`src/rtl/slave_rd_sel_ctrl.sv`:
```
// rtl/slave_rd_sel_ctrl.sv - single-outstanding read select controller for the read switch
// Optional data-phase watchdog enabled by defining SLAVE_RD_WATCHDOG_EN.
module slave_rd_sel_ctrl #(
  parameter int ADDR_WIDTH     = 32,
  parameter int TIMEOUT_CYCLES = 256
) (
  input  logic                  sys_clk,
  input  logic                  sys_rstn,
  input  logic [ADDR_WIDTH-1:0] s_araddr,
  input  logic [7:0]            s_arlen,
  input  logic                  s_arvalid,
  input  logic                  m_arready,
  input  logic                  m_rvalid,
  input  logic                  m_rlast,
  input  logic                  s_rready,
  output logic                  s_araddr_en,
  output logic                  m_rvalid_sel_en,
  output logic [2:0]            rvalid_sel,
  output logic                  rd_busy,
  output logic                  ar_dec_err,
  output logic                  rlast_err,
  output logic                  rd_timeout
);

  typedef enum logic [1:0] {
    ST_IDLE = 2'd0,
    ST_ADDR = 2'd1,
    ST_DATA = 2'd2
  } state_e;

  state_e     state_q, state_d;
  logic [2:0] sel_q, sel_d;
  logic [7:0] arlen_q, arlen_d;
  logic [7:0] beat_cnt_q, beat_cnt_d;
  logic       dec_err_q, dec_err_d;
  logic       rlast_err_q, rlast_err_d;
  logic       timeout_q, timeout_d;
  logic [1:0] region;
  logic       beat;
  logic       wd_expire;
  logic       unused_addr_bits;

  assign region           = s_araddr[ADDR_WIDTH-1:ADDR_WIDTH-2];
  assign beat             = m_rvalid && s_rready;
  assign unused_addr_bits = ^s_araddr[ADDR_WIDTH-3:0];

`ifdef SLAVE_RD_WATCHDOG_EN
  localparam logic [15:0] WD_LAST = 16'(TIMEOUT_CYCLES - 1);

  logic [15:0] wd_q, wd_d;

  // Counts beat-less DATA cycles; expires on the TIMEOUT_CYCLES-th one.
  always_comb begin
    wd_d      = 16'd0;
    wd_expire = 1'b0;
    if (state_q == ST_DATA && !beat) begin
      wd_d      = wd_q + 16'd1;
      wd_expire = (wd_q == WD_LAST);
    end
  end

  always_ff @(posedge sys_clk) begin
    if (sys_rstn) begin
      wd_q <= 16'd0;
    end else begin
      wd_q <= wd_d;
    end
  end
`else
  logic [15:0] unused_timeout;

  assign unused_timeout = 16'(TIMEOUT_CYCLES);
  assign wd_expire      = 1'b0;
`endif

  always_ff @(posedge sys_clk) begin
    if (sys_rstn) begin
      state_q     <= ST_IDLE;
      sel_q       <= 3'b000;
      arlen_q     <= 8'd0;
      beat_cnt_q  <= 8'd0;
      dec_err_q   <= 1'b0;
      rlast_err_q <= 1'b0;
      timeout_q   <= 1'b0;
    end else begin
      state_q     <= state_d;
      sel_q       <= sel_d;
      arlen_q     <= arlen_d;
      beat_cnt_q  <= beat_cnt_d;
      dec_err_q   <= dec_err_d;
      rlast_err_q <= rlast_err_d;
      timeout_q   <= timeout_d;
    end
  end

  always_comb begin
    state_d     = state_q;
    sel_d       = sel_q;
    arlen_d     = arlen_q;
    beat_cnt_d  = beat_cnt_q;
    dec_err_d   = 1'b0;
    rlast_err_d = 1'b0;
    timeout_d   = 1'b0;
    case (state_q)
      ST_IDLE: begin
        sel_d = 3'b000;
        if (s_arvalid) begin
          if (region == 2'b00) begin
            dec_err_d = 1'b1;
          end else begin
            state_d = ST_ADDR;
          end
        end
      end
      ST_ADDR: begin
        if (!s_arvalid) begin
          state_d = ST_IDLE;
          sel_d   = 3'b000;
        end else if (m_arready) begin
          case (region)
            2'b01:   sel_d = 3'b001;
            2'b10:   sel_d = 3'b010;
            2'b11:   sel_d = 3'b100;
            default: sel_d = 3'b000;
          endcase
          arlen_d    = s_arlen;
          beat_cnt_d = 8'd0;
          state_d    = ST_DATA;
        end
      end
      ST_DATA: begin
        if (beat) begin
          beat_cnt_d = beat_cnt_q + 8'd1;
          if (m_rlast) begin
            rlast_err_d = (beat_cnt_q != arlen_q);
            state_d     = ST_IDLE;
            sel_d       = 3'b000;
          end else begin
            // Length reached without rlast: flag it but keep draining until rlast.
            rlast_err_d = (beat_cnt_q == arlen_q);
          end
        end else if (wd_expire) begin
          timeout_d = 1'b1;
          state_d   = ST_IDLE;
          sel_d     = 3'b000;
        end
      end
      default: begin
        state_d = ST_IDLE;
        sel_d   = 3'b000;
      end
    endcase
  end

  always_comb begin
    s_araddr_en     = (state_q == ST_ADDR);
    m_rvalid_sel_en = (state_q == ST_DATA);
    rd_busy         = (state_q != ST_IDLE);
    rvalid_sel      = sel_q;
    ar_dec_err      = dec_err_q;
    rlast_err       = rlast_err_q;
    rd_timeout      = timeout_q;
  end

endmodule
```
`config.mk`:
```
export PLATFORM = sky130hd
export DESIGN_NAME = slave_rd_sel_ctrl
export DESIGN_NICKNAME = d
export VERILOG_FILES = /design/src/rtl/slave_rd_sel_ctrl.sv
export SDC_FILE = /design/constraint.sdc
export NUM_CORES = 1
export LEC_CHECK = 0
export CAP_MARGIN = 20
export CORE_MARGIN = 3
export CORE_UTILIZATION = 45
export DETAILED_ROUTE_END_ITERATION = 12
export DONT_BUFFER_PORTS = 1
export GPL_TIMING_DRIVEN = 0
export PLACE_DENSITY = 0.66
export SLEW_MARGIN = 20
export SYNTH_ARGS = -nofsm -noshare
export SYNTH_HDL_FRONTEND = slang
export SYNTH_SLANG_ARGS = --single-unit
```
`constraint.sdc`:
```
create_clock -name sys_clk -period 1.3 [get_ports sys_clk]
set_input_delay 0.195 -clock sys_clk [delete_from_list [all_inputs] [get_ports sys_clk]]
set_output_delay 0.195 -clock sys_clk [all_outputs]
set_load 0.03 [all_outputs]
```
### Word level (Yosys, flattened, before mapping)

Index checks and enable logic that the tools add are counted.
W data, S select, Z words.

| storage, ports and cells | value |
|---|---|
| bits of input ports | 47 |
| flip-flop bits (word level) | 23 |
| output and inout port bits | 9 |

| cells by class | value |
|---|---|
| equal/unequal tests | 14 |
| bitwise operators | 4 |
| mux-type cells | 19 |
| add/subtract/negate cells | 1 |
| reduce and logical (&&, ||, !) cells | 11 |

Operators by type and width:

| cell | number |
|---|---|
| $mux W8 | 3 |
| $pmux W8 S2 | 1 |
| $mux W2 | 6 |
| $mux W3 | 4 |
| $ne A2 B2 Y1 const B | 5 |
| $pmux W3 S3 | 1 |
| $add A8 B1 Y8 const B | 1 |
| $eq A8 B8 Y1 | 1 |
| $ne A8 B8 Y1 | 1 |
| $eq A2 B2 Y1 const B | 3 |
| $pmux W2 S3 | 1 |
| $pmux W3 S2 | 1 |
| $reduce_and A3 Y1 | 2 |
| $reduce_or A3 Y1 | 2 |
| $reduce_and A5 Y1 | 1 |
| $eq A2 B1 Y1 const B | 2 |
| $logic_not A2 Y1 | 2 |
| $not A1 Y1 | 4 |
| $reduce_and A4 Y1 | 1 |
| $reduce_bool A2 Y1 | 2 |
| $ne A3 B3 Y1 const B | 1 |
| $mux W1 | 2 |
| $ne A2 B1 Y1 const B | 1 |
| $logic_and A1 B1 Y1 | 1 |

### Logic depth before layout (Yosys ltp)

| logic depth | value |
|---|---|
| word-level depth | 5 |
| gate-level depth with buffers | 6 |
| mapped depth without buffers | 5 |

### Worst setup path before layout

OpenSTA, ideal clock, no wires.

| timing | value |
|---|---|
| kind | register to register |
| start point | register state_q[0] |
| end point | register arlen_q[1] |
| arrival | 1.498 ns |
| setup time | 0.071 ns |
| setup slack | -0.269 ns |
| period minus slack after synthesis | 1.569 ns |
| data required time | 1.229 ns |
| cell stages (with the launch flop) | 7 |
| path through | dfxtp_1 clkbuf_2 nor2b_1 and3_1 buf_2 nand2_1 a21oi_1 |

| between the ends | value |
|---|---|
| longest elaborated chain between the ends | 2 |

RTL lines:

| item | line | RTL |
|---|---|---|
| start: declaration | 31 | `state_e state_q, state_d;` |
| start signal: assignment | 86 | `state_q <= state_d;` |
| $eq A2 B1 Y1 | -- |  |
| named net s_araddr_en | 16 | `output logic s_araddr_en,` |
| $reduce_and A3 Y1 (no line) | -- |  |
| end signal: assignment | 88 | `arlen_q <= arlen_d;` |
| end: declaration | 33 | `logic [7:0] arlen_q, arlen_d;` |

The timed path passes the listed nets, and every way through them passes these cells.
A chain may end at the register's enable or synchronous reset.

### Worst setup path after layout

| timing | value |
|---|---|
| start point | register beat_cnt_q[4] |
| end point | register rlast_err_q (netlist: rlast_err) |

| between the ends | value |
|---|---|
| longest elaborated chain between the ends | 2 |
| elaborated cells between the ends (all ways) | 3 |

RTL lines:

| item | line | RTL |
|---|---|---|
| start: declaration | 34 | `logic [7:0] beat_cnt_q, beat_cnt_d;` |
| start signal: assignment | 89 | `beat_cnt_q <= beat_cnt_d;` |
| $eq A8 B8 Y1 / $ne A8 B8 Y1 (equally long branches) | 140, 135 |  |
| $mux W1 * | 134 | `if (m_rlast) begin` |
| end signal: assignment | 91 | `rlast_err_q <= rlast_err_d;` |
| end: declaration | 36 | `logic rlast_err_q, rlast_err_d;` |

Every way passes the cells marked *; elsewhere a longest branch is shown, timed or not.

==> results.sh <==
export IMPL_io_buffers=0
export IMPL_cp_slowest_cell="dfxtp_1"
export IMPL_cts_clk_slew_worst_paths_ps=130
export IMPL_track_usage_pct=15.92
export IMPL_yosys_top_cells_area="dfxtp_1, xnor2_1, a21oi_1, nand2_1, nor2_1"
export IMPL_synth_fa_ha_area_share_pct=1.129
export IMPL_rsz0062_at_grt="true"
export IMPL_cp_slowest_stage_delay_ps=440
export IMPL_fin_area_um2=1449
export IMPL_timing_final_crit_share_pct=104.0
export IMPL_drt_iter0_drc=12
export IMPL_fin_crit_ps=1351
export IMPL_p_per_area_nw_per_um2=835.8
export IMPL_ys_types=33
export IMPL_finalClockSkew_ps=3.438
export IMPL_hp_class="input port to register"
export IMPL_violations="setup timing"
export IMPL_layout_drive_gt1_share_pct=31.21
export IMPL_ir_worst_vdd_mv=0.5913
export IMPL_finalHoldViolCount=0
export IMPL_hold_slack_ps=47.39
export IMPL_fillers=190
export IMPL_netlist_instances=126
export IMPL_n_antenna_cell=0
export IMPL_drt_wl_total_um=2618
export IMPL_endpoint_kind="register"
export IMPL_path_class="register to register"
export IMPL_ys_seq_elements=23
export IMPL_synth_top_cell_area_share_pct=41.53
export IMPL_yosys_area_share_simple_pct=26.64
export IMPL_tns_ps=-339.7
export IMPL_synth_top_cell_by_area="dfxtp_1"
export IMPL_synth_fp_nets=174
export IMPL_die_h_um=55.64
export IMPL_cp_max_fo=4
export IMPL_cts_tree="done"
export IMPL_synth_top_family_by_area="simple AND/OR/NAND/NOR gates"
export IMPL_wl_per_cell_um=15.49
export IMPL_root_buffer="clkbuf_4"
export IMPL_min_delay_start="s_araddr[30]"
export IMPL_globalplace_congestion=0.8824
export IMPL_dp_hpwl_um=1619
export IMPL_start_kind="register"
export IMPL_yosysWarnings=0
export IMPL_clockBufferDepth=2
export IMPL_outcome="finished, violations left"
export IMPL_drc=0
export IMPL_syn_area_um2=1109
export IMPL_ff_latch_area_um2=480.5
export IMPL_via_count=930
export IMPL_setup_viol=15
export IMPL_ioPinCount=56
export IMPL_antenna_found_initial=0
export IMPL_gr_total_overflow=0
export IMPL_viasPerCell=5.503
export IMPL_multi_input_area_um2=733.2
export IMPL_clk_insertion_delay_late_ps=320
export IMPL_drtAntennaViolNets=0
export IMPL_drt_pass1_iter_count=4
export IMPL_place_area_um2=1159
export IMPL_grt_pass1_vias=848
export IMPL_grt_pass1_wl_um=3898
export IMPL_synthXorXnorAreaFrac_pct=11.74
export IMPL_critPathLaunch="beat_cnt_q[4]"
export IMPL_cts_max_level=1
export IMPL_core_area_um2=2276
export IMPL_p_leak_uw=0.0004907
export IMPL_nNetsFinal=190
export IMPL_setup_ws_ps=-51.46
export IMPL_path_cells="xnor2_1 -> nand4_1 -> or3_1 -> a211oi_2"
export IMPL_die_area_um2=3095
export IMPL_synth_area_mux_share_pct=2.709
export IMPL_initial_utilization_pct=48.71
export IMPL_cts_inserted_buffers=3
export IMPL_fp_row_count=17
export IMPL_yosysSeqAreaShare_pct=41.53
export IMPL_final_max_slew_viol_count=0
export IMPL_max_cap_violations=0
export IMPL_crit_required_ps=1560
export IMPL_worstPathArrival_ps=1610
export IMPL_max_freq_ghz=0.7399
export IMPL_regToRegStartpoint="beat_cnt_q[4]"
export IMPL_cts_sinks=23
export IMPL_synth_avg_cell_area_um2=8.798
export IMPL_synthToLayoutAreaGrowth_pct=30.70
export IMPL_dieWidth_um=55.64
export IMPL_synth_compound_area_share_pct=11.51
export IMPL_grt_max_degree=14
[metrics by stage]
stage	util, %	std cells	setup WS, ps	power [µW]
after floorplan	-	126	3.191	819.4
after global routing	63.66	169	-132.1	1276
after global placement	50.91	154	-126.6	832.3
final	63.66	169	-51.46	1211
after detailed placement	50.91	154	-158.1	834.0
after CTS	57.01	163	-50.96	1180
[where the power goes]
group / total, µW / internal, µW / switching (µW)
Sequential: 719 / 706 / 13.3
Clock: 342 / 115 / 227
Combinational: 150 / 77.2 / 72.7
[logic make-up after synthesis]
kind of cell | after synthesis
other cells | 1
compound gates | 21
simple gates | 54
buf+inv | 9
mux | 3
xor+xnor | 14
fa+ha+maj | 1
flops | 23
[cell usage after synthesis]
| cell | count |
|---|---|
| and2_1 | 1 |
| mux2i_1 | 3 |
| nor2_1 | 11 |
| clkbuf_1 | 2 |
| buf_2 | 2 |
| inv_1 | 2 |
| dfxtp_1 | 23 |
| and4_1 | 1 |
| nand3b_1 | 2 |
| buf_4 | 1 |
| nand2b_1 | 1 |
| a2bb2oi_2 | 1 |
| or3_1 | 1 |
| conb_1 | 1 |
| and3_1 | 1 |
| o21ai_0 | 1 |
| nand4b_2 | 1 |
| a211oi_1 | 5 |
| clkbuf_2 | 1 |
| nor3b_1 | 2 |
| nand4_1 | 4 |
| or3b_2 | 1 |
| or2_2 | 1 |
| xnor2_1 | 13 |
| xnor2_2 | 1 |
| nor2b_1 | 3 |
| a21oi_1 | 14 |
| nand3_1 | 4 |
| nand4b_4 | 1 |
| nand2_1 | 18 |
| nor3_1 | 1 |
| buf_6 | 1 |
| ha_1 | 1 |
[cell usage in the layout, fill, tap and decap left out, drive strengths merged, types with 2 or more instances in the layout]
cell type | netlist | final
dfxtp | 23 | 23
nand2 | 18 | 18
xnor2 | 14 | 14
a21oi | 14 | 14
nor2 | 11 | 11
dlygate4sd3 | 0 | 9
clkbuf | 3 | 6
a211oi | 5 | 5
buf | 4 | 5
nand3 | 4 | 4
nand4 | 4 | 4
mux2i | 3 | 3
nor2b | 3 | 3
nand4b | 2 | 3
nand3b | 2 | 2
nor3b | 2 | 2
inv | 2 | 2
[routing by layer]
metal,vias to the layer above,track usage (%),wire [µm]
li1,462,-,-
met1,446,20.31,1177
met2,17,25.17,1293
met3,5,2.552,87
met4,0,9.375,59
met5,-,0,0
[worst paths after layout]
kind	end	slack, ps	depth (start not counted)
max	rlast_err	-50	4
min	ar_dec_err	50	2
max reg2reg	rlast_err	-50	4
min reg2reg	arlen_q[5]	480	2
[area by class of cell]
| cell class | instances | share of cell area, % |
|---|---|---|
| timing repair buffer | 12 | 8.981 |
| clock buffer | 3 | 1.554 |
| clock inverter | 1 | 0.3454 |
| buffer | 5 | 2.418 |
| multi-input combinational | 95 | 50.60 |
| inverter | 2 | 0.5181 |
| tap | 28 | 2.418 |
| sequential | 23 | 33.16 |
[sequential cells by signal, indices dropped and copies added, names as in the netlist]
name	flops
ar_dec_err	1
rlast_err	1
arlen_q	8
rvalid_sel	3
beat_cnt_q	8
state_q	2
[timing repair]
action,CTS,global route
hold buffers,6,3
pin swaps,5,11
setup buffers,0,2
endpoints found under the hold margin,6,3
setup endpoints to repair,23,24
gates cloned,0,2
gates resized for setup,18,20
[critical path: cells and delay by family (launching register included)]
family	cells	cell delay, ps
XOR/XNOR	1	150
AO/OA/AOI/OAI	1	170
AND/OR/NAND/NOR	2	520
flip-flops	1	440
Note: power is estimated with default switching activity, not from simulation.
